`src/rtl/uart_tx_arbiter_if.sv`:
```
// Producer/transmitter-side signal bundle for the UART TX arbiter.
// The slave modport is the arbiter view; the master modport drives its inputs.
interface uart_tx_arbiter_if #(
  parameter int DBIT = 8,
  parameter int NREQ = 3
);
  logic [NREQ-1:0]      i_req_valid;
  logic [NREQ*DBIT-1:0] i_req_data;
  logic [NREQ-1:0]      o_req_ready;
  logic [NREQ-1:0]      o_grant;
  logic                 o_busy;
  logic                 o_tx_start;
  logic [DBIT-1:0]      o_tx_data;
  logic                 i_tx_done_tick;
  logic                 o_timeout;

  modport slave (
    input  i_req_valid, i_req_data, i_tx_done_tick,
    output o_req_ready, o_grant, o_busy, o_tx_start, o_tx_data, o_timeout
  );

  modport master (
    output i_req_valid, i_req_data, i_tx_done_tick,
    input  o_req_ready, o_grant, o_busy, o_tx_start, o_tx_data, o_timeout
  );
endinterface

```
`src/rtl/uart_tx_arbiter.sv`:
```
// Round-robin arbiter sharing one UART transmitter among NREQ byte producers,
// with a watchdog that releases the transmitter if the done tick never comes.
//
// state     | meaning
// IDLE      | no owner; o_req_ready offers the round-robin winner
// START     | o_tx_start high for this single cycle
// WAIT_DONE | frame in flight; waiting for done tick or watchdog expiry
module uart_tx_arbiter #(
  parameter int DBIT    = 8,
  parameter int NREQ    = 3,
  parameter int TIMEOUT = 40000,
  parameter int TO_W    = 16
) (
  input logic               i_clk,
  input logic               i_reset,
  uart_tx_arbiter_if.slave  bus
);
  localparam int IDX_W = (NREQ > 1) ? $clog2(NREQ) : 1;
  localparam logic [TO_W-1:0] TO_LIM = (TIMEOUT > 0) ? TO_W'(TIMEOUT - 1) : '0;

  typedef enum logic [1:0] {IDLE, START, WAIT_DONE} state_t;

  state_t            r_state;
  logic [IDX_W-1:0]  r_last;
  logic [TO_W-1:0]   r_wdog;
  logic [NREQ-1:0]   r_grant;
  logic [DBIT-1:0]   r_tx_data;
  logic              r_tx_start;
  logic              r_timeout;

  logic [NREQ-1:0]   w_sel;
  logic [IDX_W-1:0]  w_win;
  logic              w_any;
  logic [IDX_W:0]    w_sum;
  logic [IDX_W-1:0]  w_idx;
  logic [DBIT-1:0]   w_data;

  // Search last+1, last+2, ... modulo NREQ; the first valid index wins.
  always_comb begin
    w_sel = '0;
    w_win = '0;
    w_any = 1'b0;
    w_sum = '0;
    w_idx = '0;
    for (int k = 1; k <= NREQ; k++) begin
      w_sum = {1'b0, r_last} + (IDX_W+1)'(k);
      if (w_sum >= (IDX_W+1)'(NREQ))
        w_sum = w_sum - (IDX_W+1)'(NREQ);
      w_idx = w_sum[IDX_W-1:0];
      if (!w_any && bus.i_req_valid[w_idx]) begin
        w_any        = 1'b1;
        w_win        = w_idx;
        w_sel[w_idx] = 1'b1;
      end
    end
  end

  always_comb begin
    w_data = '0;
    for (int k = 0; k < NREQ; k++)
      if (w_win == IDX_W'(k))
        w_data = bus.i_req_data[k*DBIT +: DBIT];
  end

  assign bus.o_req_ready = (r_state == IDLE && i_reset) ? w_sel : '0;
  assign bus.o_grant     = r_grant;
  assign bus.o_busy      = (r_state != IDLE);
  assign bus.o_tx_start  = r_tx_start;
  assign bus.o_tx_data   = r_tx_data;
  assign bus.o_timeout   = r_timeout;

  always_ff @(posedge i_clk or negedge i_reset) begin
    if (!i_reset) begin
      r_state    <= IDLE;
      r_last     <= IDX_W'(NREQ - 1);
      r_wdog     <= '0;
      r_grant    <= '0;
      r_tx_data  <= '0;
      r_tx_start <= 1'b0;
      r_timeout  <= 1'b0;
    end else begin
      r_tx_start <= 1'b0;
      r_timeout  <= 1'b0;
      case (r_state)
        IDLE: begin
          if (w_any) begin
            r_tx_data  <= w_data;
            r_grant    <= w_sel;
            r_last     <= w_win;
            r_tx_start <= 1'b1;
            r_state    <= START;
          end
        end
        START: begin
          r_wdog  <= '0;
          r_state <= WAIT_DONE;
        end
        WAIT_DONE: begin
          // Done tick takes priority over a coinciding watchdog expiry.
          if (bus.i_tx_done_tick) begin
            r_state <= IDLE;
            r_grant <= '0;
            r_wdog  <= '0;
          end else if (TIMEOUT != 0 && r_wdog == TO_LIM) begin
            r_state   <= IDLE;
            r_grant   <= '0;
            r_wdog    <= '0;
            r_timeout <= 1'b1;
          end else begin
            r_wdog <= r_wdog + 1'b1;
          end
        end
        default: r_state <= IDLE;
      endcase
    end
  end
endmodule

```
`src/flat_wrapper.sv`:
```
// flat-port wrapper written by rule: the top's interface ports become plain ports
module uart_tx_arbiter_flat 
#(
  parameter int DBIT    = 8,
  parameter int NREQ    = 3,
  parameter int TIMEOUT = 40000,
  parameter int TO_W    = 16
)
  (i_clk, i_reset, bus_i_req_valid, bus_i_req_data, bus_i_tx_done_tick, bus_o_req_ready, bus_o_grant, bus_o_busy, bus_o_tx_start, bus_o_tx_data, bus_o_timeout);
  uart_tx_arbiter_if #(.DBIT(DBIT), .NREQ(NREQ)) bus_i ();
  input logic i_clk;
  input logic i_reset;
  input wire logic [$bits(bus_i.i_req_valid)-1:0] bus_i_req_valid;
  input wire logic [$bits(bus_i.i_req_data)-1:0] bus_i_req_data;
  input wire logic [$bits(bus_i.i_tx_done_tick)-1:0] bus_i_tx_done_tick;
  output wire logic [$bits(bus_i.o_req_ready)-1:0] bus_o_req_ready;
  output wire logic [$bits(bus_i.o_grant)-1:0] bus_o_grant;
  output wire logic [$bits(bus_i.o_busy)-1:0] bus_o_busy;
  output wire logic [$bits(bus_i.o_tx_start)-1:0] bus_o_tx_start;
  output wire logic [$bits(bus_i.o_tx_data)-1:0] bus_o_tx_data;
  output wire logic [$bits(bus_i.o_timeout)-1:0] bus_o_timeout;
  assign bus_i.i_req_valid = bus_i_req_valid;
  assign bus_i.i_req_data = bus_i_req_data;
  assign bus_i.i_tx_done_tick = bus_i_tx_done_tick;
  assign bus_o_req_ready = bus_i.o_req_ready;
  assign bus_o_grant = bus_i.o_grant;
  assign bus_o_busy = bus_i.o_busy;
  assign bus_o_tx_start = bus_i.o_tx_start;
  assign bus_o_tx_data = bus_i.o_tx_data;
  assign bus_o_timeout = bus_i.o_timeout;
  uart_tx_arbiter #(.DBIT(DBIT), .NREQ(NREQ), .TIMEOUT(TIMEOUT), .TO_W(TO_W)) u_core (.i_clk(i_clk), .i_reset(i_reset), .bus(bus_i));
endmodule
```
`config.mk`:
```
export PLATFORM = sky130hd
export DESIGN_NAME = uart_tx_arbiter_flat
export DESIGN_NICKNAME = d
export VERILOG_FILES = /design/src/rtl/uart_tx_arbiter_if.sv /design/src/rtl/uart_tx_arbiter.sv /design/src/flat_wrapper.sv
export SDC_FILE = /design/constraint.sdc
export NUM_CORES = 1
export LEC_CHECK = 0
export ABC_AREA = 1
export ABC_CLOCK_PERIOD_IN_PS = 3150
export BUFFER_PORTS_ARGS = -buffer_cell sky130_fd_sc_hd__buf_2
export CELL_PAD_IN_SITES_DETAIL_PLACEMENT = 1
export CELL_PAD_IN_SITES_GLOBAL_PLACEMENT = 2
export CORE_ASPECT_RATIO = 0.5
export CORE_MARGIN = 2
export CORE_UTILIZATION = 33
export DETAILED_ROUTE_END_ITERATION = 8
export HOLD_SLACK_MARGIN = 0.03
export MAX_ROUTING_LAYER = met4
export PLACE_DENSITY = 0.89
export SETUP_SLACK_MARGIN = 0.15
export SYNTH_ARGS = -nofsm -noshare
export SYNTH_HDL_FRONTEND = slang
export SYNTH_SLANG_ARGS = --single-unit
```
`constraint.sdc`:
```
create_clock -name i_clk -period 3.15 [get_ports i_clk]
set_input_delay 0.1575 -clock i_clk [delete_from_list [all_inputs] [get_ports i_clk]]
set_output_delay 0.1575 -clock i_clk [all_outputs]
set_load 0.01 [all_outputs]
```
==> results of run 1 <==
layout make-up:
cell class / instances / share of cell area (%)
Multi-Input combinational cell: 221 / 44.4
Clock inverter: 2 / 0.368
Tap cell: 92 / 4.24
Clock buffer: 6 / 4.74
Sequential cell: 33 / 30.4
Timing Repair Buffer: 49 / 9.40
Inverter: 44 / 6.36
power groups by stage:
stage          sequential (mW)  clock [mW]  combinational (mW)
3_3_place_gp             0.609           0                1.70
2_1_floorplan            0.633           0                1.37
6_report                 0.604       0.470                1.73
5_1_grt                  0.618       0.499                1.96
3_5_place_dp             0.613           0                1.74
4_1_cts                  0.607       0.480                1.76
cell usage in the layout (no fill, tap or decap), drive strengths merged, types with 2 or more instances in the layout:
master / instances
ha: 11
clkinv: 2
o21ai: 8
inv: 44
nor2: 44
nand2: 93
nor3: 10
xor2: 5
nand3: 26
buf: 48
nor3b: 2
clkbuf: 6
o22ai: 2
a21oi: 8
dfrtp: 32
nand4: 4
logic make-up after synthesis:
| logic type | Yosys count | share of synthesized area (%) |
|---|---|---|
| and+or+nand+nor | 183 | 39.9 |
| AOI/OAI and AO/OA | 22 | 5.73 |
| buffers and inverters | 48 | 9.62 |
| adders and majority gates | 11 | 6.11 |
| xor gates and xnor gates | 5 | 1.95 |
| DFF | 33 | 36.7 |
flip-flops by register name, indices dropped and copies added, names as in the netlist:
signal,flops
u_core.r_wdog,16
u_core.bus.o_tx_data,8
u_core.bus.o_grant,3
u_core.r_last,2
u_core.r_state,2
u_core.bus.o_timeout,1
u_core.bus.o_tx_start,1
worst max-delay path: stages (launching register included):
cell and delay, ps:
dfstp_2 540, inv_1 90, ha_1 490, inv_6 70
nand2_2 70, nand3_2 80, nand2_4 120, inv_2 60
nand2_1 70, nand2_2 110, a21oi_1 220, nor2_1 60
buf_2 140
routing by layer:
layer	share of wire, %	GRT usage [%]	up-vias
met5	0	-	-
met4	0.71	2.18	0
met3	1.6	3.01	6
met2	50	28.2	16
met1	48	22.9	1026
li1	-	-	1054
metrics by stage:
step	hold slack (ps)	util (%)	instances
floorplan	-138	-	302
global placement	222	38.6	438
detailed placement	233	38.6	438
CTS	47.8	40.9	447
global route	51.5	40.9	447
finish	47.9	40.9	447
timing repair:
item,in CTS,in global routing
hold buffers,1,0
setup endpoints to repair,0,0
hold endpoints to repair,32,0
how the worst max path moves through the flow:
stage	from	depth (start not counted)	slack, ps	to
after floorplan	u_core.r_last[1]$_DFFE_PN1P_	16	1090	u_core.bus.o_tx_data[1]$_DFFE_PN0P_
after global placement	u_core.r_last[1]$_DFFE_PN1P_	13	900	u_core.bus.o_tx_data[2]$_DFFE_PN0P_
after detailed placement	u_core.r_last[1]$_DFFE_PN1P_	14	800	u_core.bus.o_tx_data[3]$_DFFE_PN0P_
after CTS	u_core.r_last[1]$_DFFE_PN1P_	12	560	bus_o_req_ready[1]
after global routing	u_core.r_last[1]$_DFFE_PN1P_	12	400	bus_o_req_ready[1]
final	u_core.r_last[1]$_DFFE_PN1P_	12	590	bus_o_req_ready[1]
==> summary.txt, run 1 <==
post-CTS setup buffer count: 0
GPL Wtd Cong: 0.849
number of cell rows: 21
top post-synthesis cells by area: dfrtp_1, nand2_1, nor2_1
aggregate negative setup slack: 0 ps
clk_lat worst skew: 280 ps
Max Clock Freq: 391 MHz
LEAKAGE: 1.40 nW
Async S/R FF share, synth: 100%
WHS Path Cells: 2
share of layout cells above drive strength 1: 23.4%
Worst R2R Path Depth: 14
multi-input combinational cell area: 0.00121 mm^2
WL/cell: 13.2 um
Post-Syn Nets: 343
data required time of the worst path: 2990 ps
commonest register cell after synthesis: dfrtp_1
Unique masters post-synth: 39
Slew Viols, Final: 0
RSZ-0062 raised after global routing: no
Yosys top cell by area: dfrtp_1
top-area cell type share of the netlist area: 35.6%
max-cap viol count: 0
Congestion Overflow GR: 0
#FFs+latches synth: 33
Die Height: 62.4 um
Initial DRC Count: 60
DIE WIDTH: 121 um
first-pass GRT wire length: 10,400 um
total core area: 0.00665 mm^2
antenna violations before repair: 0
# port buffers: 46
crit path capture type: output port
# diodes: 0
Synth Area per Inst: 7.45 um^2
clock buffer depth: 2
gr usage total: 17.2%
Logic pwr share: 61.6%
P_int: 1.40 mW
clock skew: 4.48 ps
class of the most critical setup path: register to output port
cells after synthesis: 302
VDD IR-drop max: 0.000469 V
I/O pin total: 47
status: finished clean
Final nets: 395
Final period util: 81.2%
drt pass-1 iters: 4
Placed Instance Area: 0.00257 mm^2
Fin. Hold Viols: 0
CTS tree: done
fill cell count: 872
worst relative slew slack: 69.2%
total CTS buffers: 5
clock tree sinks: 33
synth warn: 0
dpl hpwl: 4700 um
hold_sp: bus_i_tx_done_tick
Routed Wire Length: 5900 um
clock transition at the registers of the reported paths: 50 ps
quantity of gates resized following cts: 0
Power per Cell Area: 1030 mW/mm^2
post-route ant nets: 0
vias in the first global route: 2,188
pre-CTS WS: 798 ps
die area: 0.00754 mm^2
final setup margin: 592 ps
cell area after synthesis: 0.00225 mm^2
CP max FO: 8
Seq/Total Area, Yosys: 36.7%
H-tree Lvls: 2
post-route cell area: 0.00272 mm^2
Residual DRC: 0
Starting Density: 33.9%
final setup fails: 0
Hold WC Path Type: input pin to register
root buf cell: clkbuf_16
Switching Share: 50.2%
Slew @ Worst Pin: 463 ps
sequential power share: 21.6%
Net Switching: 1.41 mW
largest net degree at the start of global routing: 35
R2R Setup Slk: 810 ps
Seq. cell area: 827 um^2
worst reg2reg path endpoint: u_core.bus.o_tx_data[3]$_DFFE_PN0P_
clock network power share: 16.8%
vias per inst: 4.70
critical path launch point type: register
synth cell count leaders: nand2_1, nor2_1, inv_1, dfrtp_1, nand3_1
RR Startpoint: u_core.r_last[1]$_DFFE_PN1P_
fin crit period: 2560 ps
Power, Total: 2.80 mW
area growth from synthesis to layout: 20.7%
most common cell in the netlist: nand2_1
Post-synth EDFFs: 0
hold endpoint: u_core.bus.o_timeout$_DFF_PN0_
CP Data Arrival Time: 2400 ps
via count: 2,102
Power figures use the tool's default switching activity.
==> inputs of run 2 (changes only) <==
ABC_CLOCK_PERIOD_IN_PS = 2350   (was 3150)
CORE_UTILIZATION = 28   (was 33)
PLACE_DENSITY = 0.8   (was 0.89)
clock period = 2.35 ns   (was 3.15 ns; I/O delays follow)
==> summary.txt, run 2 (synthesis gave the netlist of run 1 again) <==
final setup fails: 0 (unchanged)
hold_sp: bus_i_req_data[19]
Final period util: 95.9%
Slew Viols, Final: 0 (unchanged)
clock skew: 5.84 ps (+1.36 ps)
Net Switching: 2.17 mW (+54%)
clk_lat worst skew: 280 ps (about the same)
VDD IR-drop max: 0.000596 V (+27%)
hold endpoint: u_core.bus.o_tx_data[3]$_DFFE_PN0P_
R2R Setup Slk: 140 ps (-670 ps)
total CTS buffers: 5 (unchanged)
Fin. Hold Viols: 0 (unchanged)
Residual DRC: 0 (unchanged)
Top reg by flops: u_core.r_wdog
number of cell rows: 23 (+9.5%)
Power, Total: 4.60 mW (+64%)
Routed Wire Length: 6830 um (+16%)
Power per Cell Area: 1500 mW/mm^2 (+46%)
aggregate negative setup slack: 0 ps (unchanged)
max reg flops: 16 (unchanged)
# port buffers: 46 (unchanged)
most common cell after layout, fill and taps aside: nand2_1
Die Height: 67.4 um (+8.0%)
CTS tree: done
Switching Share: 47.2% (-3.0 points)
area growth from synthesis to layout: 35.9%
Initial DRC Count: 118 (+97%)
commonest non-fill, non-tap cells in the layout: nand2_1, buf_2, nor2_1
worst hold margin: 155 ps (+107 ps)
GPL Wtd Cong: 0.846 (-0.34%)
Worst R2R Path Depth: 13 (-1)
Final nets: 422 (+6.8%)
max-cap viol count: 0 (unchanged)
vias in the first global route: 2,290 (+4.7%)
status: finished clean
post-route ant nets: 0 (unchanged)
# diodes: 0 (unchanged)
worst relative slew slack: 69.7% (+0.52 points)
CP Data Arrival Time: 2140 ps (-260 ps)
largest net degree at the start of global routing: 34 (-2.9%)
post-route cell area: 0.00306 mm^2 (+13%)
share of layout cells above drive strength 1: 31.2% (+7.8 points)
Slew @ Worst Pin: 455 ps (-7.81 ps)
CP max FO: 7 (-1)
clock tree sinks: 33 (unchanged)
WL/cell: 13.8 um (+4.9%)
worst reg2reg path endpoint: u_core.bus.o_tx_data[2]$_DFFE_PN0P_
antenna violations before repair: 0 (unchanged)
dpl hpwl: 4920 um (+4.5%)
Max Clock Freq: 444 MHz
LEAKAGE: 1.55 nW (+11%)
Hold WC Path Type: input pin to register
drt pass-1 iters: 4 (unchanged)
Layout Cells excl Fill: 494 (+11%)
total core area: 0.00791 mm^2 (+19%)
H-tree Lvls: 2 (unchanged)
sequential power share: 17.5% (-4.1 points)
fin crit period: 2250 ps
Starting Density: 28.4% (-5.4 points)
clock buffer depth: 2 (unchanged)
vias per inst: 4.47 (-5.0%)
first-pass GRT wire length: 10,700 um (+3.1%)
die area: 0.00882 mm^2 (+17%)
Congestion Overflow GR: 0 (unchanged)
WHS Path Cells: 5 (+3)
I/O pin total: 47 (unchanged)
Logic pwr share: 67.2% (+5.6 points)
clock network power share: 15.3% (-1.5 points)
placed cells: 463 (+5.7%)
RSZ-0062 raised after global routing: yes
root buf cell: clkbuf_16
crit path capture type: output port
Placed Instance Area: 0.00263 mm^2 (+2.4%)
class of the most critical setup path: register to output port
P_int: 2.43 mW (+74%)
RR Startpoint: u_core.r_last[1]$_DFFE_PN1P_
gr usage total: 15.8% (-1.3 points)
data required time of the worst path: 2230 ps (-760 ps)
critical path launch point type: register
clock transition at the registers of the reported paths: 60 ps (about the same)
via count: 2,208 (+5.0%)
DIE WIDTH: 131 um (+8.3%)
-- run 2: cell count changes in the layout (fill, tap and decap cells not counted), moves of 2 or more --
| cell | previous run | this run |
|---|---|---|
| ha_4 | 0 | 3 |
| buf_4 | 2 | 24 |
| nand2_1 | 83 | 81 |
| inv_1 | 38 | 36 |
| buf_6 | 0 | 2 |
| ha_1 | 11 | 8 |
| clkbuf_8 | 0 | 2 |
-- run 2: worst max-delay path: stages, from the launching register on --
cell and delay (ps):
dfstp_2 550, inv_4 50, ha_4 310, nand2_1 90
nand2_2 100, nand2_4 80, buf_4 130, inv_2 80
nand2_1 70, o211ai_1 90, inv_1 90, nor2_1 80
buf_2 130
-- run 2: routing by layer --
metal / wire length [um] / vias to the layer above / global-route usage, %
met3: 167 / 4 / 2.69
met1: 3040 / 1074 / 18.7
met2: 3590 / 26 / 29.1
met5: 0 / - / -
met4: 41 / 0 / 2.66
li1: - / 1104 / -
-- run 2: worst max path at each step --
| stage | start | end | slack, ps | cells past startpoint |
|---|---|---|---|---|
| detailed placement | u_core.r_last[1]$_DFFE_PN1P_ | u_core.bus.o_tx_data[2]$_DFFE_PN0P_ | -2 | 13 |
| global placement | u_core.r_last[1]$_DFFE_PN1P_ | u_core.bus.o_tx_data[7]$_DFFE_PN0P_ | 100 | 14 |
| CTS | u_core.r_last[1]$_DFFE_PN1P_ | bus_o_req_ready[0] | 130 | 13 |
| floorplan | u_core.r_last[1]$_DFFE_PN1P_ | u_core.bus.o_tx_data[1]$_DFFE_PN0P_ | 290 | 16 |
| global route | u_core.r_last[1]$_DFFE_PN1P_ | bus_o_req_ready[0] | 4 | 11 |
| finish | u_core.r_last[1]$_DFFE_PN1P_ | bus_o_req_ready[0] | 100 | 12 |
-- run 2: layout make-up --
cell class | instances | area (um^2)
clock buffers | 7 | 153
clock inverters | 1 | 5.00
fillers | 985 | 4860
inverters | 44 | 178
multi-input cells | 222 | 1280
flip-flops and latches | 33 | 827
well taps | 112 | 140
repair buffers | 75 | 473
-- run 2: metrics by stage --
step | util [%] | setup slack [ps]
after global placement | 33.2 | 102
after detailed placement | 33.2 | -1.64
after floorplan | - | 286
after global routing | 38.6 | 3.80
final | 38.6 | 96.3
after CTS | 36.6 | 130
-- run 2: what timing repair did --
action	4_1_cts	5_1_grt
hold buffers	2	0
setup endpoints to repair	12	13
gates resized for setup	5	13
endpoints found under the hold margin	33	0
gates cloned	0	1
pin swaps	3	9
setup buffers	9	11
-- run 2: power groups by stage --
stage / sequential (mW) / clock, mW / combinational (mW)
finish: 0.804 / 0.705 / 3.09
global route: 0.824 / 0.741 / 3.41
CTS: 0.806 / 0.721 / 2.65
detailed placement: 0.816 / 0 / 2.43
global placement: 0.804 / 0 / 2.38
floorplan: 0.848 / 0 / 1.84
